$ cat src/rtl/code_lock_fsm_pkg.sv
// lock_pkg: state encodings and code-width helper shared by the code lock
package lock_pkg;

  typedef enum logic [2:0] {
    S_IDLE      = 3'd0,
    S_ENTRY     = 3'd1,
    S_OPENED    = 3'd2,
    S_ALARM     = 3'd3,
    S_SET_ENTRY = 3'd4,
    S_LOCKOUT   = 3'd5
  } state_t;

  function automatic int code_w(input int code_len, input int digit_w);
    return code_len * digit_w;
  endfunction

endpackage

$ cat src/rtl/code_lock_fsm_blink_timer.sv
// blink_timer: free-running blink counter plus loadable lockout down-counter
module blink_timer #(
  parameter int CNT_W = 9,
  parameter int TMR_W = 16
) (
  input  logic             clk,
  input  logic             rst,
  input  logic             load,
  input  logic [TMR_W-1:0] load_val,
  input  logic             en,
  output logic             blink_nxt,
  output logic             tmr_zero
);

  logic [CNT_W-1:0] cnt;
  logic [CNT_W-1:0] cnt_inc;
  logic [TMR_W-1:0] tmr;

  assign cnt_inc   = cnt + CNT_W'(1);
  assign blink_nxt = cnt_inc[CNT_W-1];
  assign tmr_zero  = tmr == '0;

  // Blink counter wraps freely; lockout timer loads then counts down to zero and holds
  always_ff @(posedge clk or posedge rst) begin
    if (rst) begin
      cnt <= '0;
      tmr <= '0;
    end else begin
      cnt <= cnt_inc;
      tmr <= load ? load_val : (en && !tmr_zero) ? tmr - TMR_W'(1) : tmr;
    end
  end

endmodule

$ cat src/rtl/code_lock_fsm.sv
// code_lock_fsm: multi-digit code lock with code change, retry counting, timed lockout and blinking alarm
module code_lock_fsm
  import lock_pkg::*;
#(
  parameter int DIGIT_W        = 7,
  parameter int CODE_LEN       = 4,
  parameter int MAX_TRIES      = 3,
  parameter int LOCKOUT_CYCLES = 65536,
  parameter int BLINK_BIT      = 8,
  parameter logic [CODE_LEN*DIGIT_W-1:0] RESET_CODE = '0
) (
  input  logic                           clk,
  input  logic                           rst,
  input  logic [DIGIT_W-1:0]             digit_in,
  input  logic                           check_btn,
  input  logic                           set_btn,
  output logic                           opened,
  output logic                           alarm,
  output logic                           locked_out,
  output logic [2:0]                     state,
  output logic [$clog2(CODE_LEN):0]      digit_idx,
  output logic [$clog2(MAX_TRIES+1)-1:0] tries_left
);

  localparam int CODE_W = code_w(CODE_LEN, DIGIT_W);
  localparam int IW     = $clog2(CODE_LEN) + 1;
  localparam int TW     = $clog2(MAX_TRIES + 1);
  localparam int LW     = LOCKOUT_CYCLES > 1 ? $clog2(LOCKOUT_CYCLES) : 1;

  state_t             st;
  state_t             state_nxt;
  logic [CODE_W-1:0]  code;
  logic [CODE_W-1:0]  shadow;
  logic [CODE_W-1:0]  shadow_nxt;
  logic [DIGIT_W-1:0] cur_digit;
  logic               mismatch;
  logic               mis_nxt;
  logic               last;
  logic               chk_q;
  logic               set_q;
  logic               chk_p;
  logic               set_p;
  logic               adv;
  logic               tmr_load;
  logic               tmr_zero;
  logic               blink_nxt;

  assign state    = st;
  assign chk_p    = check_btn & ~chk_q;
  assign set_p    = set_btn & ~set_q & ~chk_p;
  assign last     = digit_idx == IW'(CODE_LEN - 1);
  assign mis_nxt  = mismatch | (digit_in != cur_digit);
  assign adv      = (st == S_ENTRY && chk_p) || (st == S_SET_ENTRY && set_p);
  assign tmr_load = st == S_ENTRY && state_nxt == S_LOCKOUT;

  blink_timer #(
    .CNT_W(BLINK_BIT + 1),
    .TMR_W(LW)
  ) u_timer (
    .clk      (clk),
    .rst      (rst),
    .load     (tmr_load),
    .load_val (LW'(LOCKOUT_CYCLES - 1)),
    .en       (st == S_LOCKOUT),
    .blink_nxt(blink_nxt),
    .tmr_zero (tmr_zero)
  );

  // Select the stored digit under test and build the shadow code with the incoming digit merged in
  always_comb begin
    cur_digit  = '0;
    shadow_nxt = shadow;
    for (int i = 0; i < CODE_LEN; i++) begin
      if (digit_idx == IW'(i)) begin
        cur_digit                         = code[i*DIGIT_W +: DIGIT_W];
        shadow_nxt[i*DIGIT_W +: DIGIT_W] = digit_in;
      end
    end
  end

  // Next-state decode; check wins over set, and unknown encodings fall back to idle
  always_comb begin
    state_nxt = S_IDLE;
    case (st)
      S_IDLE:      state_nxt = chk_p ? S_ENTRY : S_IDLE;
      S_ENTRY:     state_nxt = !(chk_p && last) ? S_ENTRY :
                               !mis_nxt ? S_OPENED :
                               tries_left > TW'(1) ? S_ALARM : S_LOCKOUT;
      S_OPENED:    state_nxt = chk_p ? S_IDLE : set_p ? S_SET_ENTRY : S_OPENED;
      S_SET_ENTRY: state_nxt = chk_p ? S_OPENED : (set_p && last) ? S_IDLE : S_SET_ENTRY;
      S_ALARM:     state_nxt = chk_p ? S_IDLE : S_ALARM;
      S_LOCKOUT:   state_nxt = tmr_zero ? S_IDLE : S_LOCKOUT;
      default:     state_nxt = S_IDLE;
    endcase
  end

  // State, datapath registers and registered status outputs
  always_ff @(posedge clk or posedge rst) begin
    if (rst) begin
      st         <= S_IDLE;
      code       <= RESET_CODE;
      shadow     <= '0;
      digit_idx  <= '0;
      tries_left <= TW'(MAX_TRIES);
      mismatch   <= 1'b0;
      chk_q      <= 1'b0;
      set_q      <= 1'b0;
      opened     <= 1'b0;
      alarm      <= 1'b0;
      locked_out <= 1'b0;
    end else begin
      chk_q      <= check_btn;
      set_q      <= set_btn;
      st         <= state_nxt;
      digit_idx  <= state_nxt != st ? '0 : adv ? digit_idx + IW'(1) : digit_idx;
      mismatch   <= st == S_IDLE ? 1'b0 : (st == S_ENTRY && chk_p) ? mis_nxt : mismatch;
      tries_left <= (st == S_ENTRY && state_nxt == S_OPENED) ? TW'(MAX_TRIES) :
                    (st == S_LOCKOUT && state_nxt == S_IDLE) ? TW'(MAX_TRIES) :
                    (st == S_ENTRY && state_nxt == S_ALARM) ? tries_left - TW'(1) :
                    (st == S_ENTRY && state_nxt == S_LOCKOUT) ? '0 : tries_left;
      shadow     <= (st == S_SET_ENTRY && set_p) ? shadow_nxt : shadow;
      code       <= (st == S_SET_ENTRY && set_p && last) ? shadow_nxt : code;
      opened     <= state_nxt == S_OPENED;
      locked_out <= state_nxt == S_LOCKOUT;
      alarm      <= (state_nxt == S_ALARM || state_nxt == S_LOCKOUT) && blink_nxt;
    end
  end

endmodule

$ cat config.mk
export PLATFORM = sky130hd
export DESIGN_NAME = code_lock_fsm
export DESIGN_NICKNAME = d
export VERILOG_FILES = /design/src/rtl/code_lock_fsm_pkg.sv /design/src/rtl/code_lock_fsm_blink_timer.sv /design/src/rtl/code_lock_fsm.sv
export SDC_FILE = /design/constraint.sdc
export NUM_CORES = 1
export LEC_CHECK = 0
export ABC_AREA = 0
export CAP_MARGIN = 10
export CORE_UTILIZATION = 64
export DETAILED_ROUTE_END_ITERATION = 7
export HOLD_SLACK_MARGIN = 0.1
export PLACE_DENSITY = 0.84
export REMOVE_ABC_BUFFERS = 1
export SLEW_MARGIN = 0
export SYNTH_ARGS = -nofsm -noshare
export SYNTH_HDL_FRONTEND = slang
export SYNTH_SLANG_ARGS = --single-unit
$ cat constraint.sdc
create_clock -name clk -period 5.75 [get_ports clk]
set_input_delay 1.15 -clock clk [delete_from_list [all_inputs] [get_ports clk]]
set_output_delay 1.15 -clock clk [all_outputs]
set_load 0.02 [all_outputs]
=== After elaboration in Yosys (flattened, before gate mapping) ===
Cells that the tools add are included.

* Output and inout port bits: 11
* Logic and storage cells: 89
* Input port bits: 11
* Register bits: 95

* Muxes and demuxes: 29
* Equal/unequal tests: 13
* $add $sub $neg: 4
* Reduce and logical (&&, ||, !) cells: 22
* Magnitude comparators: 1
* Bitwise logic cells: 7

{| class="wikitable"
|+ Operators by type and width
! cell !! count
|-
| $mux W7 || 8
|-
| $mux W16 || 2
|-
| $mux W3 || 10
|-
| $eq A3 B2 Y1 const B || 6
|-
| $pmux W3 S6 || 1
|-
| $logic_not A16 Y1 || 1
|-
| $sub A16 B1 Y16 const B || 1
|-
| $logic_and A1 B1 Y1 || 11
|-
| $mux W2 || 5
|-
| $add A9 B1 Y9 const B || 1
|-
| $eq A3 B3 Y1 const B || 3
|-
| $logic_not A3 Y1 || 3
|-
| $ne A7 B7 Y1 || 1
|-
| $eq A3 B1 Y1 const B || 2
|-
| $reduce_bool A2 Y1 || 3
|-
| $reduce_bool A4 Y1 || 1
|-
| $add A3 B1 Y3 const B || 1
|-
| $and A1 B1 Y1 || 3
|-
| $mux W1 || 3
|-
| $ne A3 B3 Y1 || 1
|-
| $not A1 Y1 || 3
|-
| $gt A2 B1 Y1 const B || 1
|-
| $logic_or A1 B1 Y1 || 2
|-
| $sub A2 B1 Y2 const B || 1
|-
| 2 further kinds || 2
|}

=== Logic depth before layout (Yosys ltp) ===
* Depth in word-level cells: 16
* Gate-level depth with buffers: 12
* Depth with buffers taken out: 9

=== Hierarchy ===
Synthesis repeated with hierarchy kept, for this count alone.

* Cells, all modules: 522
* Area total of the unflattened synthesis: 4854.7 um2

{| class="wikitable"
|+ By module, submodules not included
! module !! sequential area each (um2) !! times used !! cells each !! area an instance (um2)
|-
| code_lock_fsm || 1579.0 || 1 || 359 || 3393.3
|-
| blink_timer || 625.6 || 1 || 163 || 1461.4
|}

=== Worst setup path before layout ===
OpenSTA, ideal clock, no wires.

* Path type: in2reg
* From: input port digit_in[5]
* To: register tries_left[0]
* Library setup time: 98 ps
* Buffers on the path: 1
* Data required time: 5652 ps
* Arrival time: 2590 ps
* Stages on the path: 8
* Setup slack: 3062 ps
* Path through: clkbuf_1 xnor2_1 nand4_1 nor3_1 a31o_2 nand3_2 a21o_1 o311ai_1

* Longest elaborated chain between the ends: 10
* Elaborated cells between the ends (all ways): 17
* Classes of those cells: eq/ne: 4; mux: 6; bitwise: 1; reduce/logical: 6

{| class="wikitable"
|+ RTL lines
! item !! RTL line !! text
|-
| start: declaration || code_lock_fsm.sv:14 || <nowiki>input logic [DIGIT_W-1:0] digit_in,</nowiki>
|-
| $ne A7 B7 Y1 (*) || code_lock_fsm.sv:52 || <nowiki>assign mis_nxt = mismatch | (digit_in != cur_digit);</nowiki>
|-
| $or A1 B1 Y1 (*) || code_lock_fsm.sv:52 ||
|-
| $mux W3 (*) || code_lock_fsm.sv:87 || <nowiki>!mis_nxt ? S_OPENED :</nowiki>
|-
| $mux W3 (*) || code_lock_fsm.sv:86 || <nowiki>S_ENTRY: state_nxt = !(chk_p && last) ? S_ENTRY :</nowiki>
|-
| $pmux W3 S6 (*) || code_lock_fsm.sv:84 || <nowiki>case (st)</nowiki>
|-
| $eq A3 B2 Y1 || code_lock_fsm.sv:119 || <nowiki>(st == S_ENTRY && state_nxt == S_ALARM) ? tries_left - TW'(1) :</nowiki>
|-
| $logic_and A1 B1 Y1 || code_lock_fsm.sv:119 ||
|-
| $mux W2 || code_lock_fsm.sv:119 ||
|-
| $mux W2 || code_lock_fsm.sv:118 || <nowiki>(st == S_LOCKOUT && state_nxt == S_IDLE) ? TW'(MAX_TRIES) :</nowiki>
|-
| $mux W2 || code_lock_fsm.sv:117 || <nowiki>tries_left <= (st == S_ENTRY && state_nxt == S_OPENED) ? TW'(MAX_TRIES) :</nowiki>
|-
| end signal: assignment || code_lock_fsm.sv:104 || <nowiki>tries_left <= TW'(MAX_TRIES);</nowiki>
|-
| end signal: assignment || code_lock_fsm.sv:117 ||
|-
| end: declaration || code_lock_fsm.sv:22 || <nowiki>output logic [$clog2(MAX_TRIES+1)-1:0] tries_left</nowiki>
|}

Mark *: on every way between the ends. The rest lies on a longest branch, timed or not.
A chain may end at the register's enable or synchronous reset.

=== Worst setup path in the final report ===
* From: input port digit_in[3]
* To: register locked_out

* Longest elaborated chain between the ends: 6

{| class="wikitable"
|+ RTL lines
! item !! RTL line !! text
|-
| $ne A7 B7 Y1 || code_lock_fsm.sv:52 ||
|-
| $or A1 B1 Y1 || code_lock_fsm.sv:52 ||
|-
| $mux W3 || code_lock_fsm.sv:87 ||
|-
| $mux W3 || code_lock_fsm.sv:86 ||
|-
| $pmux W3 S6 || code_lock_fsm.sv:84 ||
|-
| $eq A3 B3 Y1 || code_lock_fsm.sv:124 || <nowiki>locked_out <= state_nxt == S_LOCKOUT;</nowiki>
|-
| end signal: assignment || code_lock_fsm.sv:110 || <nowiki>locked_out <= 1'b0;</nowiki>
|-
| end signal: assignment || code_lock_fsm.sv:124 ||
|-
| end: declaration || code_lock_fsm.sv:19 || <nowiki>output logic locked_out,</nowiki>
|}

Every way passes these cells.

==> flow_summary.toml <==
[setup_path]
worstPathMaxFanout = 18
rr_worst_depth = 9
path_depth = 8
r2r-start = "digit_idx[2]$_DFFE_PP0P_"
r2r_slack_ns = 2.79
worstPathRequired_ns = 5.97
crit_path_start_kind = "input pin"
startpoint = "digit_in[3]"
cp.buffers_inverters = 1
cpPeakStageDelay_ns = 0.72
rr_endpoint = "locked_out$_DFF_PP0_"
cp_cell_sequence = "clkdlybuf4s50_1 -> nor2_1 -> a221o_1 -> a221oi_1 -> a31o_2 -> nand3_2 -> nand3_2 -> a21boi_0"
slowest_stage = "clkdlybuf4s50_1"
worstPathArrival_ns = 3.42
cp_top_family = "compound AO/OA/AOI/OAI gates"
cp-end-kind = "flop"
cpMostUsedCell = "nand3_2"
setup.worst_path.end = "locked_out$_DFF_PP0_"
critPathKind = "in2reg"

[placement]
place_congestion = 0.891
dp_hpwl_um = 6090
port_buffers = 21
placed_area_mm2 = 0.00465
placed_cells = 525

[yosys]
yosys_register_bits = 88
synthDistinctLibCells = 59
yosysTopAreaCellShare = 0.487
synth_common_cells = "dfrtp_1 (86), nand2_1 (77), o21ai_0 (30)"
synth-edff-count = 0
ys_seq_area_frac = 0.499
synth_warnings = 0
synthTopCellsByArea = "dfrtp_1 (49%), nand2_1 (6.5%), xnor2_1 (4.2%), mux2i_1 (4.1%), mux2_2 (3.8%)"
ys_async_sr_fraction = 1.00
synth_top_flop_cell = "dfrtp_1"
syn_inst = 446
synth_area_per_cell_um2 = 9.91
yosysMostFrequentCell = "dfrtp_1"
synth_top_area_cell = "dfrtp_1"
syn_area_mm2 = 0.00442

[clock_tree]
cts_root_buf = "clkbuf_8"
htree_levels = 3
holdBufCountCts = 0
clk_latency_ns = 0.36
post_cts_resized = 0
cts_tree = "done"
cts_sinks = 88
postCtsSetupBuffers = 0
clk_pin_slew_ns = 0.07
cts_buffer_depth = 2
cts-buffers-inserted = 9

[routing]
wirelength_um = 9160
vias = 3357
dr.pass1.iters = 5
antenna_left = 0
drt-initial-drc-count = 327
viasPerCell = 6.24
drc = 0
wire_per_inst_um = 17.0

[grt]
grt_pass1_vias = 3226
grt_overflow_total = 0
grt_usage = 0.283
grt_max_degree = 56
antenna_found_initial = 0
grt_pass1_wl_um = 15800

[run_status]
status = "complete, no violations"

[job]
drv_cap = 0

[layout]
final_util = 0.741
stdcell_count = 538
fin_nets = 478
fill_cells = 465
n_antenna_cell = 0
drive_above_1_share = 0.102
synthToLayoutAreaGrowth_pct = 8.92
postLayoutCellArea_mm2 = 0.00481

[die]
initial_core_util = 0.680
pin_count = 22
core_area_mm2 = 0.00649
row_count = 29
dieArea_mm2 = 0.00724
die_y_um = 85.1
die_x_um = 85.1

[sta]
rsz0062_at_grt = "false"
worst_pin_slew_ns = 0.932
timing.final.crit_period_ns = 3.21
clock_skew_ns = 0.0150
tns_ns = 0
relSlewSlack = 0.378
max_freq_mhz = 312
drv_slew = 0
min_period_over_period = 0.558
hold_viol = 0
finalSetupViolCount = 0

[pwr]
ir_drop_uv = 212
p_leak_uw = 0.00218
fin_total_pwr_uw = 1770
power_density_mw_per_mm2 = 368

[worst_hold_path]
hold_path_class = "reg2reg"
cell type report:
| cell class | instances | area [µm²] | area share |
|---|---|---|---|
| repair buffers | 23 | 225 | 0.0468 |
| multi-input cells | 325 | 2080 | 0.432 |
| clock inverters | 1 | 5.00 | 0.00104 |
| clock buffers | 12 | 155 | 0.0322 |
| flip-flops and latches | 88 | 2200 | 0.458 |
| well taps | 77 | 96.3 | 0.0200 |
| inverters | 12 | 46.3 | 0.00962 |
metrics by stage:
stage                     setup WS, ns  hold WS [ns]
final                             2.54         0.458
after global routing              2.30         0.485
after CTS                         2.54         0.463
after detailed placement          2.17         0.446
after global placement            2.26         0.446
after floorplan                   2.32         0.431
state kept, by name (all words and copies together), names as in the netlist:
| signal | flops |
|---|---|
| u_timer.cnt | 9 |
| set_q | 1 |
| u_timer.tmr | 16 |
| digit_idx | 3 |
| locked_out | 1 |
| mismatch | 1 |
| shadow | 21 |
| chk_q | 1 |
| opened | 1 |
| code | 28 |
| tries_left | 2 |
| alarm | 1 |
| state | 3 |
worst min-delay path by stage:
stage | from | to | slack (ns) | cells after the start
global placement | u_timer.cnt[8]$_DFF_PP0_ | u_timer.cnt[8]$_DFF_PP0_ | 0.45 | 1
global route | u_timer.cnt[8]$_DFF_PP0_ | u_timer.cnt[8]$_DFF_PP0_ | 0.48 | 1
CTS | u_timer.cnt[8]$_DFF_PP0_ | u_timer.cnt[8]$_DFF_PP0_ | 0.46 | 1
detailed placement | u_timer.cnt[8]$_DFF_PP0_ | u_timer.cnt[8]$_DFF_PP0_ | 0.45 | 1
floorplan | u_timer.cnt[8]$_DFF_PP0_ | u_timer.cnt[8]$_DFF_PP0_ | 0.43 | 1
finish | u_timer.cnt[8]$_DFF_PP0_ | u_timer.cnt[8]$_DFF_PP0_ | 0.46 | 1
layer usage:
layer / global-route usage / wire [µm] / up-vias
li1: - / - / 1570
met1: 0.408 / 4190 / 1661
met2: 0.444 / 4320 / 113
met3: 0.0360 / 494 / 13
met4: 0.108 / 156 / 0
met5: 0 / 0 / -
kinds of logic after synthesis:
group,synth area share
AOI/OAI and AO/OA,0.120
xor gates and xnor gates,0.0614
buffers and inverters,0.0303
adders and majority gates,0.0227
muxes,0.0790
and+or+nand+nor,0.188
DFF,0.499
where the power goes:
| part | internal, µW | switching [µW] |
|---|---|---|
| sequential | 699 | 89.5 |
| combinational | 254 | 356 |
| clock | 173 | 199 |
worst reg2reg max path: cells and delay by family (launching register included):
kind / cells / cell delay, ns
simple gates: 2 / 0.52
flops: 1 / 0.57
fa+ha+maj: 1 / 0.44
buf+inv: 2 / 0.42
compound gates: 4 / 0.88
cells in the final DEF, fill, tap and decap left out, types with 7 or more instances in the layout:
master	count
o21ai_0	30
nor2b_1	7
mux2i_1	18
inv_1	10
nand3_1	16
nor3_1	14
a21oi_1	19
nand2_1	77
dfrtp_1	86
clkdlybuf4s50_1	21
mux2_2	15
nor2_1	26
xor2_1	10
clkbuf_8	11
ha_1	8
xnor2_1	21
Note: power is estimated with default switching activity, not from simulation.
